[src/rtl/pixel_diff_scan_ctrl_if.sv]
// Bus bundles for the pixel difference scanner: CPU custom-instruction port
// and the single-outstanding memory read port.
interface pixel_diff_ci_if;
  logic        ciStart;
  logic        ciCke;
  logic [7:0]  ciN;
  logic [31:0] ciValueA;
  logic [31:0] ciValueB;
  logic        ciDone;
  logic [31:0] ciResult;

  modport master (output ciStart, ciCke, ciN, ciValueA, ciValueB,
                  input  ciDone, ciResult);
  modport slave  (input  ciStart, ciCke, ciN, ciValueA, ciValueB,
                  output ciDone, ciResult);
endinterface

interface pixel_diff_mem_if;
  logic        memReq;
  logic [31:0] memAddr;
  logic        memGrant;
  logic        memRdValid;
  logic [31:0] memRdData;

  modport master (output memReq, memAddr,
                  input  memGrant, memRdValid, memRdData);
  modport slave  (input  memReq, memAddr,
                  output memGrant, memRdValid, memRdData);
endinterface

[src/rtl/pixel_diff_scan_ctrl.sv]
// Custom-instruction engine: fetches word pairs alternately from regions A and B
// and counts the byte lanes that differ, returning the total on completion.
module pixel_diff_scan_ctrl #(
  parameter logic [7:0]  customId       = 8'h00,
  parameter int unsigned MAX_WORDS_BITS = 16
) (
  input  logic             clock,
  input  logic             reset,
  pixel_diff_ci_if.slave   ci,
  pixel_diff_mem_if.master mem
);

  localparam int unsigned ACC_W = MAX_WORDS_BITS + 2;

  typedef enum logic [2:0] {
    IDLE,
    REQ_A,
    WAIT_A,
    REQ_B,
    WAIT_B,
    ACC,
    FINISH
  } state_t;

  state_t                    state;
  logic [31:0]               base_a;
  logic [31:0]               base_b;
  logic [31:0]               ptr_a;
  logic [31:0]               ptr_b;
  logic [MAX_WORDS_BITS-1:0] remaining;
  logic [ACC_W-1:0]          acc;
  logic [31:0]               last_result;
  logic [31:0]               word_a;
  logic [31:0]               word_b;
  logic                      mem_req;
  logic [31:0]               mem_addr;

  logic        mine;
  logic [1:0]  op;
  logic        imm_done;
  logic [2:0]  diff_cnt;
  logic        done;
  logic [31:0] result;
  logic        unused_value_a;

  assign mine           = ci.ciStart & ci.ciCke & (ci.ciN == customId);
  assign op             = ci.ciValueA[1:0];
  assign unused_value_a = ^ci.ciValueA[31:2];

  // Register/readback opcodes answer in the same cycle, but only while idle.
  assign imm_done = mine && (state == IDLE) && (op != 2'd2);

  always_comb begin
    diff_cnt = '0;
    for (int unsigned i = 0; i < 4; i++) begin
      if (word_a[8*i +: 8] != word_b[8*i +: 8]) diff_cnt = diff_cnt + 3'd1;
    end
  end

  always_comb begin
    done   = imm_done || (state == FINISH);
    result = '0;
    if (state == FINISH)             result = 32'(acc);
    else if (imm_done && op == 2'd3) result = last_result;
  end

  assign ci.ciDone   = done;
  assign ci.ciResult = result;
  assign mem.memReq  = mem_req;
  assign mem.memAddr = mem_addr;

  always_ff @(posedge clock) begin
    if (reset) begin
      state       <= IDLE;
      base_a      <= '0;
      base_b      <= '0;
      ptr_a       <= '0;
      ptr_b       <= '0;
      remaining   <= '0;
      acc         <= '0;
      last_result <= '0;
      word_a      <= '0;
      word_b      <= '0;
      mem_req     <= 1'b0;
      mem_addr    <= '0;
    end else begin
      case (state)
        IDLE: begin
          if (mine) begin
            case (op)
              2'd0: base_a <= {ci.ciValueB[31:2], 2'b00};
              2'd1: base_b <= {ci.ciValueB[31:2], 2'b00};
              2'd2: begin
                remaining <= ci.ciValueB[MAX_WORDS_BITS-1:0];
                ptr_a     <= base_a;
                ptr_b     <= base_b;
                acc       <= '0;
                if (ci.ciValueB[MAX_WORDS_BITS-1:0] == '0) begin
                  state <= FINISH;
                end else begin
                  state    <= REQ_A;
                  mem_req  <= 1'b1;
                  mem_addr <= base_a;
                end
              end
              default: ;
            endcase
          end
        end
        REQ_A: begin
          if (mem.memGrant) begin
            mem_req <= 1'b0;
            state   <= WAIT_A;
          end
        end
        WAIT_A: begin
          if (mem.memRdValid) begin
            word_a   <= mem.memRdData;
            mem_req  <= 1'b1;
            mem_addr <= ptr_b;
            state    <= REQ_B;
          end
        end
        REQ_B: begin
          if (mem.memGrant) begin
            mem_req <= 1'b0;
            state   <= WAIT_B;
          end
        end
        WAIT_B: begin
          if (mem.memRdValid) begin
            word_b <= mem.memRdData;
            state  <= ACC;
          end
        end
        ACC: begin
          acc       <= acc + ACC_W'(diff_cnt);
          ptr_a     <= ptr_a + 32'd4;
          ptr_b     <= ptr_b + 32'd4;
          remaining <= remaining - MAX_WORDS_BITS'(1);
          if (remaining == MAX_WORDS_BITS'(1)) begin
            state <= FINISH;
          end else begin
            state    <= REQ_A;
            mem_req  <= 1'b1;
            mem_addr <= ptr_a + 32'd4;
          end
        end
        FINISH: begin
          last_result <= 32'(acc);
          state       <= IDLE;
        end
        default: state <= IDLE;
      endcase
    end
  end

endmodule

[src/flat_wrapper.sv]
// flat-port wrapper written by rule: the top's interface ports become plain ports
module pixel_diff_scan_ctrl_flat 
#(
  parameter logic [7:0]  customId       = 8'h00,
  parameter int unsigned MAX_WORDS_BITS = 16
)
  (clock, reset, ci_ciStart, ci_ciCke, ci_ciN, ci_ciValueA, ci_ciValueB, ci_ciDone, ci_ciResult, mem_memReq, mem_memAddr, mem_memGrant, mem_memRdValid, mem_memRdData);
  pixel_diff_ci_if ci_i ();
  pixel_diff_mem_if mem_i ();
  input  logic clock;
  input  logic reset;
  input wire logic [$bits(ci_i.ciStart)-1:0] ci_ciStart;
  input wire logic [$bits(ci_i.ciCke)-1:0] ci_ciCke;
  input wire logic [$bits(ci_i.ciN)-1:0] ci_ciN;
  input wire logic [$bits(ci_i.ciValueA)-1:0] ci_ciValueA;
  input wire logic [$bits(ci_i.ciValueB)-1:0] ci_ciValueB;
  output wire logic [$bits(ci_i.ciDone)-1:0] ci_ciDone;
  output wire logic [$bits(ci_i.ciResult)-1:0] ci_ciResult;
  output wire logic [$bits(mem_i.memReq)-1:0] mem_memReq;
  output wire logic [$bits(mem_i.memAddr)-1:0] mem_memAddr;
  input wire logic [$bits(mem_i.memGrant)-1:0] mem_memGrant;
  input wire logic [$bits(mem_i.memRdValid)-1:0] mem_memRdValid;
  input wire logic [$bits(mem_i.memRdData)-1:0] mem_memRdData;
  assign ci_i.ciStart = ci_ciStart;
  assign ci_i.ciCke = ci_ciCke;
  assign ci_i.ciN = ci_ciN;
  assign ci_i.ciValueA = ci_ciValueA;
  assign ci_i.ciValueB = ci_ciValueB;
  assign ci_ciDone = ci_i.ciDone;
  assign ci_ciResult = ci_i.ciResult;
  assign mem_memReq = mem_i.memReq;
  assign mem_memAddr = mem_i.memAddr;
  assign mem_i.memGrant = mem_memGrant;
  assign mem_i.memRdValid = mem_memRdValid;
  assign mem_i.memRdData = mem_memRdData;
  pixel_diff_scan_ctrl #(.customId(customId), .MAX_WORDS_BITS(MAX_WORDS_BITS)) u_core (.clock(clock), .reset(reset), .ci(ci_i), .mem(mem_i));
endmodule
[config.mk]
export PLATFORM = sky130hd
export DESIGN_NAME = pixel_diff_scan_ctrl_flat
export DESIGN_NICKNAME = d
export VERILOG_FILES = /design/src/rtl/pixel_diff_scan_ctrl_if.sv /design/src/rtl/pixel_diff_scan_ctrl.sv /design/src/flat_wrapper.sv
export SDC_FILE = /design/constraint.sdc
export NUM_CORES = 1
export LEC_CHECK = 0
export BUFFER_PORTS_ARGS = -buffer_cell sky130_fd_sc_hd__buf_2
export CELL_PAD_IN_SITES_DETAIL_PLACEMENT = 1
export CELL_PAD_IN_SITES_GLOBAL_PLACEMENT = 2
export CORE_ASPECT_RATIO = 0.8
export CORE_MARGIN = 3
export CORE_UTILIZATION = 37
export DETAILED_ROUTE_END_ITERATION = 12
export PLACE_DENSITY = 0.95
export SETUP_SLACK_MARGIN = 0.3
export SLEW_MARGIN = 40
export SYNTH_ARGS = -nofsm -noshare
export SYNTH_HDL_FRONTEND = slang
export SYNTH_SLANG_ARGS = --single-unit
[constraint.sdc]
create_clock -name clock -period 5.9 [get_ports clock]
set_clock_uncertainty 0.1 [all_clocks]
set_input_delay 0.59 -clock clock [delete_from_list [all_inputs] [get_ports clock]]
set_output_delay 0.59 -clock clock [all_outputs]
set_load 0.005 [all_outputs]
# Yosys cells after proc, flatten, opt, wreduce, memory -nomap -nowiden
# Index checks and enable logic that the tools add are counted.
# totals
elab_cells	105
input_bits	110
out_inout_bits	66
regBits	276
# op_classes
eq_ne	24
n_addsub	7
n_mux	40
n_bitwise	2
reduce_logical	20
# op_table
op	n
2-to-1 mux 32 bit	10
one-hot mux 32 bit (2 select lines)	2
one-hot mux 32 bit (3 select lines)	1
adder 32 x 3 -> 32 bit, second input constant	2
2-to-1 mux 18 bit	3
one-hot mux 18 bit (2 select lines)	1
2-to-1 mux 3 bit	11
2-to-1 mux 16 bit	2
!= test 8 bit	4
one-hot mux 16 bit (2 select lines)	1
adder 18 x 3 -> 18 bit	1
one-hot mux 3 bit (6 select lines)	1
== test 16 x 1 -> 1 bit, second input constant	1
zero test 16 bit	1
!= test 2 bit, second input constant	8
subtractor 16 x 1 -> 16 bit, second input constant	1
AND reduction 6 bit	2
== test 3 bit, second input constant	3
AND reduction 3 bit	3
zero test 8 bit	1
2-to-1 mux 1 bit	7
AND reduction 7 bit	1
adder 3 x 1 -> 3 bit, second input constant	2
== test 3 x 2 -> 1 bit, second input constant	2
other kinds (16)	22

# Longest topological paths before layout
# depth
ltp_word	10
mapped_depth	15
mapped_depth_nobuf	15

# Worst setup path after synthesis
# Ideal clock, no wire load.
# synth_timing
kind	register -> register
from	register u_core.word_a[1]
to	register u_core.acc[16]
required_time_ns	5.730
n_path_buf	0
slack_ns	2.441
synth_period_minus_slack_ns	3.459
setup_ns	0.070
arrival_time_ns	3.289
path_stages_with_launch	15
cell_sequence	dfxtp_1 xor2_1 nor4_1 nand4_1 ha_1 xnor2_1 ha_1 o21ai_0 xnor2_1 ha_1 a21oi_1 nor4_1 o21ai_0 or3_1 a21oi_1
# synth_via
elab_chain_cells	10
# synth_rtl
item	line_no	source
start: declaration	pixel_diff_scan_ctrl.sv:33	logic [31:0] word_a;
start signal: assignment	pixel_diff_scan_ctrl.sv:118	word_a <= mem.memRdData;
!= test 8 bit *	pixel_diff_scan_ctrl.sv:56	if (word_a[8*i +: 8] != word_b[8*i +: 8]) diff_cnt = diff_cnt + 3'd1;
2-to-1 mux 1 bit *	pixel_diff_scan_ctrl.sv:56	
adder 1 x 1 -> 2 bit	pixel_diff_scan_ctrl.sv:56	
2-to-1 mux 3 bit *	pixel_diff_scan_ctrl.sv:56	
adder 3 x 1 -> 3 bit	pixel_diff_scan_ctrl.sv:56	
2-to-1 mux 3 bit *	pixel_diff_scan_ctrl.sv:56	
adder 3 x 1 -> 3 bit	pixel_diff_scan_ctrl.sv:56	
2-to-1 mux 3 bit *	pixel_diff_scan_ctrl.sv:56	
adder 18 x 3 -> 18 bit *	pixel_diff_scan_ctrl.sv:137	acc <= acc + ACC_W'(diff_cnt);
one-hot mux 18 bit (2 select lines) *	pixel_diff_scan_ctrl.sv:87	case (state)
end signal: assignment	pixel_diff_scan_ctrl.sv:137	
end: declaration	pixel_diff_scan_ctrl.sv:31	logic [ACC_W-1:0] acc;
# Mark *: on every way between the ends. The rest lies on a longest branch, timed or not.
# A chain may end at the register's enable or synchronous reset.

# Final worst setup path
# layout_timing
from	register u_core.word_a[9]
to	register u_core.acc[16]
# layout_via
elab_chain_cells	8
# layout_rtl
item	line_no
!= test 8 bit *	pixel_diff_scan_ctrl.sv:56
2-to-1 mux 3 bit *	pixel_diff_scan_ctrl.sv:56
adder 3 x 1 -> 3 bit	pixel_diff_scan_ctrl.sv:56
2-to-1 mux 3 bit *	pixel_diff_scan_ctrl.sv:56
adder 3 x 1 -> 3 bit	pixel_diff_scan_ctrl.sv:56
2-to-1 mux 3 bit *	pixel_diff_scan_ctrl.sv:56
adder 18 x 3 -> 18 bit *	pixel_diff_scan_ctrl.sv:137
one-hot mux 18 bit (2 select lines) *	pixel_diff_scan_ctrl.sv:87
# Marked as above.

==> summary.txt <==
Clocking
  • CTS Buffer Depth: 3
  • Clk root buf: clkbuf_16
  • Post-cts sizing count: 0
  • CTS Buf Count: 29
  • Clk_lat worst skew: 0.57 ns
  • Hold Buf Count CTS: 0
  • CTS tree: built
  • Post-CTS Setup Inserts: 0
  • Clock Pin Slew Worst Setup and Hold Paths: 0.07 ns
  • # clock sinks: 271
  • H-tree levels: 1

Hold path
  • Hold path start: ci_ciValueB[21]
  • Worst Hold Class: in2reg
  • Hold path depth: 3
  • Hold Path End: u_core.base_a[21]

Timing
  • Slew Limit Fails: 0
  • Worst rel slew slack: 43.73%
  • Fmax: 238.6 MHz
  • Final hold violations: 0
  • Setup tns final: 0 ns
  • RSZ-0062 raised after global routing: false
  • Slew @ Worst Pin: 0.8409 ns
  • Tmin final: 4.192 ns
  • Final period util: 71.04%
  • Final setup violation count: 0

Layout
  • Synth-to-Final Area Change: 13.70%
  • Most frequent cells in the layout: nand2_1, dfxtp_1, a21oi_1
  • Share of post-route cells with drive strength above 1: 13.64%
  • Fin cells: 2,255
  • Util after Layout: 43.15%
  • Commonest non-fill, non-tap cell in the layout: nand2_1
  • # fillers: 4,285
  • Sequential cell area: 5425 µm²
  • Fin nets: 1,882
  • Multi-input logic area: 7253 µm²
  • Final instance area: 15,180 µm²

Power
  • Sw Share: 22.66%
  • Seq pwr share: 48.4%
  • LEAKAGE: 4.998 nW
  • Switching Power: 857.2 µW
  • P_int: 2.925 mW
  • Maximum vdd ir drop: 0.0002068 V
  • Clk pwr share: 49.0%
  • Combinational fraction of design power: 2.6%
  • Pwr Density: 249.2 nW/µm²

Worst setup path
  • Crit-path cells: xor2_1, nor4_1, nand4_1, ha_1, xnor2_1, ha_1, o21ai_0, xnor2_1, ha_1, a21oi_1, nor4_1, o21ai_0, or3_1, a21oi_1
  • Reg-to-reg slack, setup: 1.71 ns
  • Worst r2r path cells: 14
  • Most used cell, CP: ha_1
  • Crit path max fanout: 6
  • WP data required: 6.28 ns
  • FF-to-FF Start: u_core.word_a[9]
  • Worst EP arrival: 4.58 ns
  • CP max-delay cell: nor4_1
  • CP Capture Type: flip-flop
  • WS Path Type: reg2reg
  • Max incr delay on CP: 0.52 ns
  • R2r endpoint: u_core.acc[16]
  • Startpoint Class: flip-flop
  • Buf/Inv on CP: 0
  • Top cell family by delay on the critical path: simple AND/OR/NAND/NOR gates

Routing
  • Initial drt markers: 1,071
  • Routed vias: 13,260
  • Vias/cell: 5.881
  • DRC: 0
  • WL/cell: 20.45 µm
  • Final WL: 46,120 µm
  • Post-route antenna net violation count: 0
  • Drt pass-1 iters: 5

Synthesis
  • Synth Register Bits: 271
  • Area of the mapped netlist: 13,350 µm²
  • Seq/Total Area, Yosys: 40.63%
  • Mapped Cells: 1,713
  • Ys async rst share: 0%
  • Synth Warn #: 0
  • Synth unique cells: 76
  • Post-synth EDFFs: 0
  • Avg Synthesized Cell Area: 7.794 µm²
  • Top FF cell, synth: dfxtp_1

Placement
  • Placed cell areas: 14,230 µm²
  • GPL Wtd Cong: 0.8605
  • HPWL after detailed placement: 31,000 µm
  • Port Buffers: 131
  • DP Cell Count: 2,202

Floorplanning
  • DIE AREA: 38,420 µm²
  • Core Area: 35,190 µm²
  • Rows: 61
  • Initial Util: 37.95%
  • Die W: 218.4 µm
  • Die H: 175.9 µm
  • Ports: 176

Global routing
  • First-pass GRT wire length: 72,480 µm
  • Total congestion overflow: 0
  • Initial antenna violation count: 4
  • Pin count of the biggest net entering global routing: 128
  • GRT Total Usage: 23.24%
  • Number of global-route vias before repair: 13,160

Run status
  • Status: finished clean

Run
  • MaxCap Viol Count: 0
-- metal layers --
metal / wire length [µm] / global-route usage, % / share of wire [%] / vias up
met4: 1025 / 5.732 / 2.2 / 6
met2: 21250 / 37.85 / 46 / 378
li1: - / - / - / 6228
met1: 20690 / 31.84 / 45 / 6576
met5: 38 / 0 / 0.082 / -
met3: 3115 / 4.324 / 6.8 / 74
-- per-stage QoR --
step	total power, mW	setup slack (ns)	hold slack, ns
2_1_floorplan	1.915	2.441	0.3268
3_3_place_gp	1.965	1.901	0.3355
3_5_place_dp	1.967	1.760	0.3415
4_1_cts	3.821	1.697	0.1493
5_1_grt	3.918	1.398	0.1597
6_report	3.783	1.709	0.1711
-- area by class of cell --
cell class | count | share of cell area, %
Inverter | 20 | 0.4945
Sequential cell | 271 | 35.74
Clock buffer | 36 | 5.151
Tap cell | 472 | 3.890
Multi-Input combinational cell | 1282 | 47.78
Clock inverter | 16 | 1.071
Antenna cell | 1 | 0.01648
Timing Repair Buffer | 157 | 5.860
-- state kept, by name, summed over array words and instances (netlist names), 30 cells and up --
name,count
u_core.word_a,32
u_core.word_b,32
u_core.mem.memAddr,31
u_core.base_a,30
u_core.base_b,30
u_core.ptr_a,30
u_core.ptr_b,30
-- Yosys cell counts (4+ instances only) --
library cell	count	area, µm²
clkbuf_1	102	382.9
buf_2	29	145.1
nand4_1	25	156.4
xor2_1	24	210.2
and3_1	11	68.82
a221oi_1	9	78.83
or4_1	13	97.59
a311oi_1	24	210.2
o21a_1	7	52.55
buf_4	16	120.1
nand3b_1	4	30.03
nor3_1	34	170.2
o21ai_1	10	50.05
nor2_1	65	244.0
and2_1	8	50.05
a31oi_1	45	281.5
a21oi_1	238	1191
a221o_1	4	40.04
o31ai_1	14	105.1
o32ai_1	5	43.79
xnor2_1	33	289.0
or3_1	13	81.33
nor4_2	7	87.58
o31a_1	12	105.1
a22o_1	18	157.7
o21ai_0	49	245.2
a211oi_1	13	97.59
a22oi_1	53	397.9
dfxtp_1	271	5425
o211ai_1	5	37.54
nand3_1	35	175.2
buf_1	4	15.01
nand2b_1	8	50.05
nand2_1	378	1419
ha_1	10	125.1
nor3b_1	5	37.54
o2111ai_1	4	35.03
nor4_1	28	175.2
and4_1	9	78.83
mux2_2	5	56.30
inv_1	19	71.32
-- power groups by stage --
stage                     Sequential, mW  Combinational [mW]  Clock [mW]
after floorplan                     1.87              0.0450           0
after global placement              1.87              0.0943           0
after detailed placement            1.87              0.0968           0
after CTS                           1.83              0.0974        1.89
after global routing                1.83               0.106        1.98
final                               1.83              0.0979        1.86
-- logic make-up (layout without fill, tap and decap cells) --
family | after synthesis | in the layout | share of synthesized area, %
and+or+nand+nor | 664 | 664 | 23.59
AOI/OAI and AO/OA | 528 | 528 | 24.63
DFF | 271 | 271 | 40.63
buffers and inverters | 173 | 229 | 5.651
xor gates and xnor gates | 57 | 57 | 3.739
adders and majority gates | 11 | 11 | 1.087
muxes | 8 | 8 | 0.6466
other | 1 | 15 | 0.02809
-- worst reg2reg max path: stages, from the launching register on --
cell	delay, ns
dfxtp_1	0.32
xor2_1	0.16
nor4_1	0.37
nand4_1	0.21
ha_1	0.35
xnor2_1	0.25
ha_1	0.19
o21ai_0	0.12
xnor2_1	0.15
ha_1	0.35
a21oi_1	0.18
nor4_1	0.52
o21ai_0	0.30
or3_1	0.40
a21oi_1	0.14
-- worst max path at each step --
stage	from	end	depth (start not counted)
finish	u_core.word_a[9]	u_core.acc[16]	14
global placement	u_core.word_a[9]	u_core.acc[16]	14
floorplan	u_core.word_a[1]	u_core.acc[16]	14
global route	u_core.word_a[0]	u_core.acc[16]	14
detailed placement	u_core.word_a[9]	u_core.acc[16]	14
CTS	u_core.word_a[0]	u_core.acc[16]	14
Note: power is estimated with default switching activity, not from simulation.
